<file path="src/rtl/mem_pkg.sv">
// Load-path encodings shared by the MEM-stage load unit and its extractor.
package mem_pkg;

    localparam logic [1:0] LT_BYTE     = 2'b00;
    localparam logic [1:0] LT_HALF     = 2'b01;
    localparam logic [1:0] LT_WORD     = 2'b10;
    localparam int         LT_UNSIGNED = 2;

    localparam logic [1:0] SZ_BYTE = 2'd0;
    localparam logic [1:0] SZ_HALF = 2'd1;
    localparam logic [1:0] SZ_WORD = 2'd2;

    typedef enum logic [1:0] {
        ST_IDLE = 2'd0,
        ST_REQ  = 2'd1,
        ST_WAIT = 2'd2,
        ST_DONE = 2'd3
    } loadState_t;

    // Type 2'b11 behaves as a word everywhere.
    function automatic logic [1:0] busSize(input logic [1:0] width);
        case (width)
            LT_BYTE: busSize = SZ_BYTE;
            LT_HALF: busSize = SZ_HALF;
            default: busSize = SZ_WORD;
        endcase
    endfunction

    function automatic logic isMisaligned(input logic [1:0] width, input logic [1:0] off);
        case (width)
            LT_BYTE: isMisaligned = 1'b0;
            LT_HALF: isMisaligned = off[0];
            default: isMisaligned = (off != 2'b00);
        endcase
    endfunction

endpackage

</file>
<file path="src/rtl/load_extract.sv">
// Selects the addressed byte/halfword of a returned word and sign- or zero-extends it.
module load_extract
    import mem_pkg::*;
(
    input  logic [31:0] rdata,
    input  logic [1:0]  off,
    input  logic [2:0]  loadType,
    output logic [31:0] result
);

    logic [7:0]  byteVal;
    logic [15:0] halfVal;
    logic        signFill;

    always_comb begin
        byteVal = 8'h00;
        case (off)
            2'd0: byteVal = rdata[7:0];
            2'd1: byteVal = rdata[15:8];
            2'd2: byteVal = rdata[23:16];
            default: byteVal = rdata[31:24];
        endcase
        halfVal = off[1] ? rdata[31:16] : rdata[15:0];
    end

    always_comb begin
        signFill = 1'b0;
        result   = rdata;
        case (loadType[1:0])
            LT_BYTE: begin
                signFill = ~loadType[LT_UNSIGNED] & byteVal[7];
                result   = {{24{signFill}}, byteVal};
            end
            LT_HALF: begin
                signFill = ~loadType[LT_UNSIGNED] & halfVal[15];
                result   = {{16{signFill}}, halfVal};
            end
            default: result = rdata;
        endcase
    end

endmodule

</file>
<file path="src/rtl/data_load_unit.sv">
// Issues MEM-stage loads on the req/addr_ok/data_ok bus, stalls until data returns,
// and hands the extended result to writeback for one cycle.
//   state | meaning
//   IDLE  | no load in flight; accepts a new load
//   REQ   | data_req high, waiting for addr_ok
//   WAIT  | address accepted, waiting for data_ok
//   DONE  | result presented to writeback for one cycle
module data_load_unit
    import mem_pkg::*;
#(
    parameter int ADDR_W = 32
) (
    input  logic              clk,
    input  logic              rst,
    input  logic              load_valid,
    input  logic [2:0]        load_type,
    input  logic [ADDR_W-1:0] load_addr,
    input  logic [3:0]        exception_in,
    input  logic              flush,
    output logic              stall_out,
    output logic              adel_out,
    output logic [31:0]       load_data_out,
    output logic              load_data_valid,
    output logic              data_req,
    output logic [ADDR_W-1:0] data_addr,
    output logic [1:0]        data_size,
    input  logic              data_addr_ok,
    input  logic [31:0]       data_rdata,
    input  logic              data_data_ok
);

    loadState_t  state, nextState;
    logic [2:0]  typeReg;
    logic        killed;
    logic        killNow;
    logic        misaligned;
    logic        start;
    logic        beatDone;
    logic        capture;
    logic [31:0] extracted;

    assign misaligned = isMisaligned(load_type[1:0], load_addr[1:0]);
    assign start      = load_valid & (exception_in == 4'h0) & ~misaligned & ~flush
                        & (state == ST_IDLE);
    // A flush arriving on the same cycle as the data beat still discards it.
    assign killNow    = killed | flush;
    assign beatDone   = data_data_ok & (((state == ST_REQ) & data_addr_ok) | (state == ST_WAIT));
    assign capture    = beatDone & ~killNow;

    load_extract uExtract (
        .rdata    (data_rdata),
        .off      (data_addr[1:0]),
        .loadType (typeReg),
        .result   (extracted)
    );

    always_ff @(posedge clk or posedge rst) begin
        if (rst) state <= ST_IDLE;
        else     state <= nextState;
    end

    always_comb begin
        nextState = state;
        case (state)
            ST_IDLE: if (start) nextState = ST_REQ;
            ST_REQ: begin
                if (data_addr_ok) begin
                    if (data_data_ok) nextState = killNow ? ST_IDLE : ST_DONE;
                    else              nextState = ST_WAIT;
                end
            end
            ST_WAIT: if (data_data_ok) nextState = killNow ? ST_IDLE : ST_DONE;
            default: nextState = ST_IDLE;
        endcase
    end

    always_comb begin
        data_req        = (state == ST_REQ);
        load_data_valid = (state == ST_DONE);
        stall_out       = start | (state == ST_REQ) | (state == ST_WAIT);
        adel_out        = load_valid & misaligned & (exception_in == 4'h0) & (state == ST_IDLE);
    end

    always_ff @(posedge clk or posedge rst) begin
        if (rst) begin
            data_addr     <= '0;
            data_size     <= SZ_BYTE;
            typeReg       <= 3'b000;
            killed        <= 1'b0;
            load_data_out <= 32'h0;
        end else begin
            if (start) begin
                data_addr <= load_addr;
                data_size <= busSize(load_type[1:0]);
                typeReg   <= load_type;
            end
            if ((state == ST_REQ) || (state == ST_WAIT)) begin
                if (nextState == ST_IDLE) killed <= 1'b0;
                else if (flush)           killed <= 1'b1;
            end else begin
                killed <= 1'b0;
            end
            if (capture) load_data_out <= extracted;
        end
    end

endmodule

</file>
<file path="config.mk">
export PLATFORM = sky130hd
export DESIGN_NAME = data_load_unit
export DESIGN_NICKNAME = d
export VERILOG_FILES = /design/src/rtl/mem_pkg.sv /design/src/rtl/load_extract.sv /design/src/rtl/data_load_unit.sv
export SDC_FILE = /design/constraint.sdc
export NUM_CORES = 1
export LEC_CHECK = 0
export BUFFER_PORTS_ARGS = -buffer_cell sky130_fd_sc_hd__buf_2
export CORE_UTILIZATION = 45
export CTS_CLUSTER_DIAMETER = 200
export DETAILED_ROUTE_END_ITERATION = 10
export GPL_ROUTABILITY_DRIVEN = 0
export MAX_ROUTING_LAYER = met4
export PLACE_DENSITY = 0.74
export SYNTH_ARGS = -nofsm -noshare
export SYNTH_HDL_FRONTEND = slang
export SYNTH_HIERARCHICAL = 1
export SYNTH_SLANG_ARGS = --single-unit
</file>
<file path="constraint.sdc">
create_clock -name clk -period 5.6 [get_ports clk]
set_input_delay 0.28 -clock clk [delete_from_list [all_inputs] [get_ports clk]]
set_output_delay 0.28 -clock clk [all_outputs]
set_load 0.05 [all_outputs]
</file>
==> results by group <==
STA
  – Pins over their slew limit: 0
  – Unrepaired setup endpoints after global routing: false
  – Period utilisation layout: 51.3%
  – Fin Hold WS: 156 ps
  – Total negative setup slack: 0 ps
  – Time the final worst path needs with I/O delays and setup: 2870 ps
  – F_max: around 350 MHz
  – Fin. Hold Viols: 0
  – Number of endpoints failing setup at the final stage: 0
  – Transition time of the tightest slew-check pin: 1050 ps
  – Worst clock skew: 10.4 ps
  – Tightest slew margin relative to the limit: between 20% and 30%

Global routing
  – Congestion Overflow GR: 0
  – Overall routing resource usage: between 20% and 30%
  – Initial antenna violation count: 0
  – First-pass GRT wire length: about 14000 µm
  – Number of global-route vias before repair: approximately 2900
  – Maximum number of pins on one net before global-route repair: 73

Synth
  – Average footprint of a synthesized cell: 12.9 µm²
  – Largest family of logic cells by synthesized area: multiplexers
  – Basic-gate share of the synthesized area counting and, or, nand and nor cells: 7.70%
  – Number of synthesized flops with an enable pin: 0
  – Post-synth cell types: 40
  – Most numerous cell types in the synthesized netlist: dfrtp_1, mux2_4, mux2_2
  – Cell taking the most area after synthesis: dfrtp_1
  – Flop and latch count out of synthesis: 72
  – Synthesized-area fraction occupied by adder cells: 1.28%
  – Post-synth top flop: dfrtp_1
  – Yosys synthesis warning count: 6
  – Area share of the leading cell type in the synthesized netlist: between 40 and 50%
  – Fraction of registers with async set or reset after synthesis: 100%
  – Synthesized netlist net count: 385
  – Cell area after synthesis: between 0.003 and 0.004 mm²
  – Fraction of the mapped netlist area in compound gates: 12.2%
  – Share of the synthesized netlist area taken by xor and xnor gates: 0%
  – Synthesized instance count: 304
  – Sequential cell area fraction in the yosys report: 46.0%
  – Dominant cell by count in the synthesized netlist: dfrtp_1
  – Fraction of synthesized area in multiplexers: 27.7%
  – Cells taking the most area after synthesis: dfrtp_1, mux2_4, mux2_2, mux2i_1, o211ai_2

CTS
  – TritonCTS Sinks: 72
  – Clock Tree Root: clkbuf_8
  – Worst-case clock buffer depth: 2
  – Cells resized by post-CTS repair: 0
  – Num CTS Buffers: 9
  – CTS HTree Levels: 3
  – Clock latency at the later pin of the worst-skew pair: 340 ps
  – CTS Hold Buffers Added: 0
  – Number of buffers added for setup after CTS: 0
  – Clock transition at the registers of the reported paths: around 80 ps
  – Clock tree from TritonCTS: yes

Worst hold path
  – Worst hold stages: 2
  – Classification of the worst-slack hold path: in2reg

Power
  – PD cells: approximately 530 mW/mm²
  – Largest vdd supply drop: 192 µV
  – Cell leakage power: 2.49 nW

Floorplan
  – Die area: 0.00907 mm²
  – Placement Rows: 33
  – Initial core utilization: 47.2%
  – Floorplan Core Area: slightly above 0.008 mm²
  – Die height: between 90 and 100 µm
  – Chip Width: 95.3 µm
  – I/O Pins: 147

Setup path
  – Slowest stage cell, crit path: nand4_4
  – Register-to-Register Path Depth: 5
  – Worst endpoint required time: ~5300 ps
  – CP cell instances: inv_1 -> ha_1 -> and4bb_2 -> nand4_4 -> nand2_1 -> buf_2
  – Element type at the critical path end: output pin
  – Worst Path Arrival: 2590 ps
  – Critical setup path kind: reg2out
  – Slowest Stage Delay on Critical Path: ~730 ps
  – Largest driver fanout on the critical path: 41
  – Crit start category: register

Flow run
  – Max-cap violations: 0

Cells and area
  – Number of nets in the finished design: 522
  – Area overhead of the layout relative to synthesis: 23.0%
  – Share of cells above drive strength 1: 56.5%
  – Antenna fix cells: 0

Routing
  – Number of vias in the routed layout: 2928
  – Post-Route WL: a little over 9000 µm
  – First-pass iteration count of the detailed router: 4
  – Residual antenna-violating net count after detailed routing: 0
  – DRC violation total after the first TritonRoute iteration: 112
  – Via/cell ratio: 5.31
  – Wirelength per Cell: 16.8 µm
  – Number of design rule violations left after detail routing: 0

Placed design
  – Count of input and output buffers: 146
  – Post-DP HPWL: between 6000 and 7000 µm

Status
  – Run status: completed
final cells by class:
type	instances	area, µm²
Clock buffer	11	151
Clock inverter	5	37.5
Fill cell	697	3490
Inverter	7	26.3
Multi-Input combinational cell	202	1910
Sequential cell	72	1800
Tap cell	105	131
Timing Repair Buffer	149	753
worst max-delay path, delay by kind of cell (launching register included):
family	cells	cell delay (ps)
buf+inv	2	390
flops	1	440
fa+ha+maj	1	180
simple gates	3	1240
logic make-up after synthesis:
family / Yosys count
flip-flops: 72
multiplexers: 86
buffers and inverters: 30
AO/OA/AOI/OAI: 55
adder cells (fa/ha/maj): 4
AND/OR/NAND/NOR: 57
registers in the layout, summed over array words and instances (netlist names):
signal         cells
load_data_out     32
data_addr         32
killed             1
typeReg            3
data_size          2
state              2
metal layers:
layer	track usage (%)	routed length, µm	share of wire [%]
met3	5.66	829	9.0
met1	28.0	4030	44
met4	8.84	138	1.5
met5	-	0	0
met2	32.8	4240	46
through the flow:
step | instance area [µm²] | total power [mW] | utilization [%] | instances | worst slack, ps
after global placement | 4620 | 2.16 | 55.7 | 535 | 3080
after detailed placement | 4620 | 2.19 | 55.7 | 535 | 2970
after floorplan | 3910 | 1.89 | - | 304 | 3480
after global routing | 4810 | 2.71 | 58.0 | 551 | 2510
final | 4810 | 2.56 | 58.0 | 551 | 2730
after CTS | 4810 | 2.59 | 58.0 | 551 | 2670
cell usage in the layout (no fill, tap or decap), types with 4 or more instances in the layout:
cell type / synthesis / layout
o211ai_2: 10 / 10
o22a_1: 7 / 7
o221ai_1: 8 / 8
mux2i_1: 16 / 16
mux2_2: 33 / 33
nand2_1: 32 / 32
clkbuf_8: 0 / 11
o21ai_0: 4 / 4
mux2_4: 36 / 36
ha_1: 4 / 4
dfrtp_1: 72 / 72
o211ai_1: 7 / 7
buf_2: 4 / 146
a22oi_1: 9 / 9
inv_1: 6 / 5
nor2b_1: 11 / 11
path summary, 6_finish.rpt:
| kind | from | to | slack [ps] |
|---|---|---|---|
| max in group asynchronous | rst | load_data_out[5] | 4830 |
| setup reg to reg | data_addr[1] | load_data_out[8] | 2900 |
| min in group asynchronous | rst | data_addr[29] | 200 |
| hold reg to reg | data_size[0] | data_size[0] | 500 |
| setup / recovery | state[1] | stall_out | 2730 |
| hold / removal | load_addr[6] | data_addr[6] | 160 |
where the power goes:
part,switching (mW),total [mW],leakage [nW],internal (mW)
Combinational,0.930,1.37,1.47,0.443
Sequential,0.106,0.796,0.932,0.690
Clock,0.203,0.390,0.0924,0.187
Total,1.24,2.56,2.49,1.32
Power figures use the tool's default switching activity.
